`config.mk`:
```
export PLATFORM = sky130hd
export DESIGN_NAME = keypad_scanner_flat
export DESIGN_NICKNAME = d
export VERILOG_FILES = /design/src/rtl/keypad_scanner_pkg.sv /design/src/rtl/keypad_scanner_if.sv /design/src/rtl/keypad_scanner_fifo.sv /design/src/rtl/keypad_scanner.sv /design/src/flat_wrapper.sv
export SDC_FILE = /design/constraint.sdc
export NUM_CORES = 1
export LEC_CHECK = 0
export CORE_UTILIZATION = 50
export DETAILED_ROUTE_END_ITERATION = 12
export GPL_ROUTABILITY_DRIVEN = 0
export PLACE_DENSITY = 0.68
export SLEW_MARGIN = 20
export SYNTH_ARGS = -nofsm -noshare
export SYNTH_HDL_FRONTEND = slang
export SYNTH_HIERARCHICAL = 1
export SYNTH_SLANG_ARGS = --single-unit
```
`constraint.sdc`:
```
create_clock -name OSC_100MHz -period 7.8 [get_ports OSC_100MHz]
set_input_delay 1.95 -clock OSC_100MHz [delete_from_list [all_inputs] [get_ports OSC_100MHz]]
set_output_delay 1.95 -clock OSC_100MHz [all_outputs]
set_load 0.1 [all_outputs]
```
`src/rtl/keypad_scanner_pkg.sv`:
```
// keypad_scanner_pkg: shared key map, column drive patterns, scan FSM encodings
// and the PicoBlaze port numbers used by the keypad block.
package keypad_scanner_pkg;
   localparam logic [1:0] S_SETTLE = 2'd0;
   localparam logic [1:0] S_SAMPLE = 2'd1;
   localparam logic [1:0] S_EVAL   = 2'd2;
   localparam logic [3:0] COL0_DRIVE = 4'b1110;
   localparam logic [3:0] COL1_DRIVE = 4'b1101;
   localparam logic [3:0] COL2_DRIVE = 4'b1011;
   localparam logic [3:0] COL3_DRIVE = 4'b0111;
   localparam logic [7:0] KEY_CODE_PORT   = 8'h00;
   localparam logic [7:0] KEY_STATUS_PORT = 8'h01;
   // Nibble i holds the key at index 4*col+row.
   localparam logic [63:0] KEY_MAP = 64'hDCBA_E963_F852_0741;

   function automatic logic [3:0] col_drive(input logic [1:0] c);
      return c == 2'd0 ? COL0_DRIVE : c == 2'd1 ? COL1_DRIVE : c == 2'd2 ? COL2_DRIVE : COL3_DRIVE;
   endfunction

   function automatic logic [3:0] key_value(input logic [3:0] idx);
      return KEY_MAP[{idx, 2'b00} +: 4];
   endfunction

   function automatic logic [3:0] lowest_set(input logic [15:0] v);
      logic [3:0] idx;
      idx = '0;
      for (int i = 15; i >= 0; i--)
         if (v[i]) idx = 4'(i);
      return idx;
   endfunction
endpackage

```
`src/rtl/keypad_scanner_if.sv`:
```
// keypad_scanner_if: key queue handshake between the scanner and the host input-port mux.
interface keypad_scanner_if;
   logic [7:0] key_code;
   logic       key_valid;
   logic       key_ack;
   logic       key_overflow;
   logic       ovf_clear;
   logic       key_held;
   modport slave  (output key_code, key_valid, key_overflow, key_held, input key_ack, ovf_clear);
   modport master (input key_code, key_valid, key_overflow, key_held, output key_ack, ovf_clear);
endinterface

```
`src/rtl/keypad_scanner_fifo.sv`:
```
// key_fifo: 4-entry x 4-bit queue; simultaneous push and pop always both take
// effect, even when empty (the pushed value passes straight through).
module key_fifo (
   input  logic       clk,
   input  logic       rst_n,
   input  logic       push_i,
   input  logic       pop_i,
   input  logic [3:0] din_i,
   output logic       full_o,
   output logic       empty_o,
   output logic [3:0] head_o
);
   logic [3:0] mem_q [4];
   logic [1:0] wp_q, rp_q;
   logic [2:0] cnt_q;
   logic       do_push, do_pop;

   assign full_o  = cnt_q == 3'd4;
   assign empty_o = cnt_q == 3'd0;
   assign head_o  = mem_q[rp_q];
   assign do_push = push_i & (~full_o | pop_i);
   assign do_pop  = pop_i & (~empty_o | push_i);

   always_ff @(posedge clk or negedge rst_n)
      if (!rst_n) begin
         for (int i = 0; i < 4; i++) mem_q[i] <= '0;
         wp_q  <= '0;
         rp_q  <= '0;
         cnt_q <= '0;
      end else begin
         if (do_push) mem_q[wp_q] <= din_i;
         wp_q  <= wp_q + {1'b0, do_push};
         rp_q  <= rp_q + {1'b0, do_pop};
         cnt_q <= cnt_q + {2'b00, do_push} - {2'b00, do_pop};
      end
endmodule

```
`src/rtl/keypad_scanner.sv`:
```
// keypad_scanner: column-strobed 4x4 keypad scan with sweep-level debounce,
// feeding newly pressed keys into a small queue for the host.
module keypad_scanner
   import keypad_scanner_pkg::*;
#(
   parameter int SCAN_TICKS     = 100000,
   parameter int DEBOUNCE_SCANS = 4
) (
   input  logic              OSC_100MHz,
   input  logic              RST,
   output logic [3:0]        KYPD_COL,
   input  logic [3:0]        KYPD_ROW,
   keypad_scanner_if.slave   host
);
   localparam int TW = $clog2(SCAN_TICKS + 1);
   localparam int CW = $clog2(DEBOUNCE_SCANS + 1);

   logic [3:0]    row_s1_q, row_sync_q, kypd_col_q, head, push_code;
   logic [1:0]    state_q, state_d, col_q, col_d;
   logic [TW-1:0] tick_q, tick_d;
   logic [CW-1:0] stable_q, stable_d;
   logic [15:0]   frame_q, frame_d, last_q, debounced_q, debounced_d, new_keys;
   logic          held_q, ovf_q, push, full, empty;

   always_comb begin
      state_d     = state_q;
      col_d       = col_q;
      tick_d      = tick_q;
      frame_d     = frame_q;
      stable_d    = stable_q;
      debounced_d = debounced_q;
      new_keys    = '0;
      case (state_q)
         S_SETTLE: begin
            tick_d  = tick_q == TW'(SCAN_TICKS - 1) ? '0 : tick_q + 1'b1;
            state_d = tick_q == TW'(SCAN_TICKS - 1) ? S_SAMPLE : S_SETTLE;
         end
         S_SAMPLE: begin
            frame_d[{col_q, 2'b00} +: 4] = ~row_sync_q;
            state_d = col_q == 2'd3 ? S_EVAL : S_SETTLE;
            col_d   = col_q == 2'd3 ? col_q : col_q + 1'b1;
         end
         S_EVAL: begin
            stable_d = frame_q != last_q ? CW'(1) :
                       stable_q == CW'(DEBOUNCE_SCANS) ? stable_q : stable_q + 1'b1;
            if (stable_d == CW'(DEBOUNCE_SCANS) && frame_q != debounced_q) begin
               new_keys    = frame_q & ~debounced_q;
               debounced_d = frame_q;
            end
            col_d   = '0;
            state_d = S_SETTLE;
         end
         default: state_d = S_SETTLE;
      endcase
   end

   // Only the lowest newly pressed key is queued; there is no rollover.
   assign push      = |new_keys;
   assign push_code = key_value(lowest_set(new_keys));

   always_ff @(posedge OSC_100MHz or negedge RST)
      if (!RST) begin
         row_s1_q    <= '1;
         row_sync_q  <= '1;
         state_q     <= S_SETTLE;
         col_q       <= '0;
         tick_q      <= '0;
         frame_q     <= '0;
         last_q      <= '0;
         stable_q    <= '0;
         debounced_q <= '0;
         kypd_col_q  <= COL0_DRIVE;
         held_q      <= 1'b0;
         ovf_q       <= 1'b0;
      end else begin
         row_s1_q    <= KYPD_ROW;
         row_sync_q  <= row_s1_q;
         state_q     <= state_d;
         col_q       <= col_d;
         tick_q      <= tick_d;
         frame_q     <= frame_d;
         last_q      <= state_q == S_EVAL ? frame_q : last_q;
         stable_q    <= stable_d;
         debounced_q <= debounced_d;
         kypd_col_q  <= col_drive(col_d);
         held_q      <= |debounced_q;
         ovf_q       <= (push & full & ~host.key_ack) | (ovf_q & ~host.ovf_clear);
      end

   key_fifo u_fifo (
      .clk    (OSC_100MHz),
      .rst_n  (RST),
      .push_i (push),
      .pop_i  (host.key_ack),
      .din_i  (push_code),
      .full_o (full),
      .empty_o(empty),
      .head_o (head)
   );

   assign KYPD_COL          = kypd_col_q;
   assign host.key_valid    = ~empty;
   assign host.key_code     = empty ? 8'h00 : {4'h0, head};
   assign host.key_overflow = ovf_q;
   assign host.key_held     = held_q;
endmodule

```
`src/flat_wrapper.sv`:
```
// flat-port wrapper written by rule: the top's interface ports become plain ports
module keypad_scanner_flat import keypad_scanner_pkg::*;
#(
   parameter int SCAN_TICKS     = 100000,
   parameter int DEBOUNCE_SCANS = 4
)
  (OSC_100MHz, RST, KYPD_COL, KYPD_ROW, host_key_code, host_key_valid, host_key_overflow, host_key_held, host_key_ack, host_ovf_clear);
  keypad_scanner_if host_i ();
  input  logic OSC_100MHz;
  input  logic RST;
  output logic [3:0] KYPD_COL;
  input  logic [3:0] KYPD_ROW;
  output wire logic [$bits(host_i.key_code)-1:0] host_key_code;
  output wire logic [$bits(host_i.key_valid)-1:0] host_key_valid;
  output wire logic [$bits(host_i.key_overflow)-1:0] host_key_overflow;
  output wire logic [$bits(host_i.key_held)-1:0] host_key_held;
  input wire logic [$bits(host_i.key_ack)-1:0] host_key_ack;
  input wire logic [$bits(host_i.ovf_clear)-1:0] host_ovf_clear;
  assign host_key_code = host_i.key_code;
  assign host_key_valid = host_i.key_valid;
  assign host_key_overflow = host_i.key_overflow;
  assign host_key_held = host_i.key_held;
  assign host_i.key_ack = host_key_ack;
  assign host_i.ovf_clear = host_ovf_clear;
  keypad_scanner #(.SCAN_TICKS(SCAN_TICKS), .DEBOUNCE_SCANS(DEBOUNCE_SCANS)) u_core (.OSC_100MHz(OSC_100MHz), .RST(RST), .KYPD_COL(KYPD_COL), .KYPD_ROW(KYPD_ROW), .host(host_i));
endmodule
```
==> impl_results.md <==
* CTS tree: built
* Max Freq at 0.221 GHz
* Crit-path max FO at 6
* CP max-delay cell: clkdlybuf4s50_1
* Async set-or-reset flop fraction in the synthesized netlist at 100%
* Period utilization at 58.0%
* Aggregate global-route resource usage at 19.5%
* Compound-Gate Fraction of Synth Area at 6.38%
* Synthesized cell area at 5450 um^2
* Total gr overflow at 0
* Bufs on Longest Clock Path at 2
* Psw at 0.288 mW
* Worst-Margin Slew at 1.06 ns
* Max Cap Viol at 0
* Routed wire length at 9.90 mm
* Drt pass-1 iters at 4
* Share of post-route cells with drive strength above 1 at 17.9%
* Mean post-synth cell area at 11.6 um^2
* Clock Root Buffer: clkbuf_8
* # clock sinks at 109
* Final Total Pwr at 1.04 mW
* Remaining antenna violation count at 0
* H-tree depth at 3
* Post-Synth XOR/XNOR Area at 6.10%
* I/O Buffers at 18
* CORE AREA at 10500 um^2
* Unrepaired setup endpoints after global routing: false
* Die H at 106 um
* Met1 capacity usage during global routing at 26.2%
* Clock buffer count from CTS at 9
* Final min period at 4.52 ns
* Worst-path cell chain: mux4_2, nor2b_1, clkdlybuf4s50_1
* Sequential Power Share at 58.5%
* Switching share of power at 27.6%
* Largest family of logic cells by synthesized area: simple AND/OR/NAND/NOR gates
* Crit path DAT at 2.57 ns
* Clock share of power at 31.8%
* Critical Path End Type: primary output
* Mux cell area share after synthesis at 12.0%
* Drt wl/cell at 15.7 um
* Layout filler cell count at 910
* Leakage power total at 2.77 nW
* Sum Neg Setup Slack at 0 ns
* Vias at 3502
* ANT cells at 0
* Worst-path clk slew at 0.10 ns
* Combinational share of power at 9.7%
* Critical Path RT at 5.85 ns
* Register bit total from synthesis at 109
* Status: finished, final reports clean
* Gr busiest metal: met2
* Crit path largest cell delay at 0.96 ns
* Ys Warns at 6
* Io pins at 23
* Area grow syn2layout at 9.22%
* Crit Path Category: flip-flop to primary output
* Hpwl dp at 7.10 mm
* Post-synth top area cell: dfrtp_1
* Hold crit path type: flip-flop to flip-flop
* Largest net degree at the start of global routing at 80
* Vias per cell at 5.54
* Clk_lat worst skew at 0.37 ns
* Number of setup buffers added after CTS at 0
* Synth cell types at 55
* Power per cell area at 175 nW/um^2
* Synth Flop Type: dfrtp_1
* Final setup violation count at 0
* Slew Limit Fails at 0
* Design Area, Final at 5960 um^2
* Final Skew at 0.0114 ns
* Final Non-Filler Cells at 632
* Cell-internal power at 0.756 mW
* Starting Density at 52.1%
* Hold buffers post-CTS at 0
* Post-Place Cells at 616
* Number of enable flip-flop cells after synthesis at 0
* Synth Area in Adders at 7.71%
* Slew margin rel. at 29.1%
* DRC viols at 0
* Mapped Cells at 469
* Vias in the first global route at 3543
* Crit start category: flip-flop
* Fraction of the mapped netlist area in simple logic gates at 14.1%
* Register area share after synthesis at 50.3%
* Post-DP Area at 5760 um^2
* Top cell type's share of synthesized area at 45.0%
* Worst ir drop on vdd at 0.000136 V
* Post-layout net count at 532
* Met2 global-route usage at 32.0%
* First-pass GRT wire length at 17.4 mm
* Initial antenna violation count at 0
* Die area at 11300 um^2
* Starting DRT DRC Count at 166
* Most common cell after layout, fill and taps aside: dfrtp_1
* Main area contributors after synthesis: dfrtp_1, mux2_2, ha_1, dfstp_2, xnor2_1
* Core Rows at 37
* Met3 usage at 4.35%
* Commonest non-fill, non-tap cells in the layout: dfrtp_1, mux2_2, nand2_1
* Cts repair resizes at 0
* Final Hold Vio Count at 0
* Die width at 106 um
cell usage after synthesis, types with 6 or more instances:
cell type	n
a21oi_1	7
dfrtp_1	98
dfstp_2	11
ha_1	32
inv_1	33
mux2_2	44
nand2_1	42
nand3_1	9
nand4_1	8
nor2_1	34
nor3_1	6
nor4_1	14
o21ai_0	10
o31ai_1	6
o41ai_1	9
xnor2_1	19
xor2_1	19
power groups by stage:
stage	Combinational [mW]	Clock [mW]	Sequential, mW
2_1_floorplan	0.0842	0	0.609
3_3_place_gp	0.102	0	0.618
3_5_place_dp	0.102	0	0.621
4_1_cts	0.104	0.347	0.611
5_1_grt	0.111	0.366	0.614
6_report	0.102	0.332	0.610
worst max-delay path: cells and delay by family, from the launching register on:
kind / cells / cell delay (ns)
mux: 1 / 0.55
flops: 1 / 0.55
simple gates: 1 / 0.14
buf+inv: 1 / 0.96
layout make-up:
cell class	count	area [um^2]	share of cell area, %
clock buffers	10	138	2.31
clock inverters	6	57.6	0.966
inverters	33	124	2.08
multi-input cells	319	2540	42.6
flip-flops and latches	109	2740	46.0
well taps	136	170	2.86
repair buffers	19	185	3.11
kinds of logic after synthesis:
group / after synthesis
simple gates: 144
flops: 109
mux: 53
compound gates: 47
buf+inv: 44
xor+xnor: 38
fa+ha+maj: 33
other cells: 1
layer usage:
| metal | vias up | part of all wire (%) |
|---|---|---|
| met3 | 18 | 3.1 |
| met5 | - | 0 |
| met1 | 1737 | 48 |
| met2 | 66 | 48 |
| met4 | 0 | 1.1 |
| li1 | 1681 | - |
worst paths after layout:
| kind | from | endpoint | slack, ns | depth (start not counted) |
|---|---|---|---|---|
| min in group asynchronous | RST | u_core/debounced_q[11] | 1.49 | 1 |
| worst max-delay path | u_core/u_fifo/rp_q[0] | host_key_code[3] | 3.28 | 3 |
| max in group asynchronous | RST | u_core/last_q[0] | 5.00 | 2 |
| worst min register to register | u_core/row_s1_q[0] | u_core/row_sync_q[0] | 0.36 | 0 |
| worst min-delay path | u_core/row_s1_q[0] | u_core/row_sync_q[0] | 0.36 | 0 |
| worst max register to register | u_core/state_q[0] | u_core/u_fifo/mem_q[5] | 3.81 | 11 |
state kept, by name (all words and copies together) (netlist names):
signal	count
u_core/tick_q	17
u_core/debounced_q	16
u_core/frame_q	16
u_core/last_q	16
u_core/u_fifo/mem_q	16
u_core/KYPD_COL	4
u_core/row_s1_q	4
u_core/row_sync_q	4
u_core/stable_q	3
u_core/u_fifo/cnt_q	3
u_core/col_q	2
u_core/state_q	2
u_core/u_fifo/rp_q	2
u_core/u_fifo/wp_q	2
u_core/host.key_held	1
u_core/host.key_overflow	1
through the flow:
| stage | setup WS, ns | util (%) | hold WS (ns) |
|---|---|---|---|
| 2_1_floorplan | 3.61 | - | 0.345 |
| 3_3_place_gp | 3.69 | 55.1 | 0.345 |
| 3_5_place_dp | 3.67 | 55.1 | 0.348 |
| 4_1_cts | 3.25 | 56.9 | 0.364 |
| 5_1_grt | 3.16 | 56.9 | 0.372 |
| 6_report | 3.28 | 56.9 | 0.364 |
(Power assumes the default switching activity.)
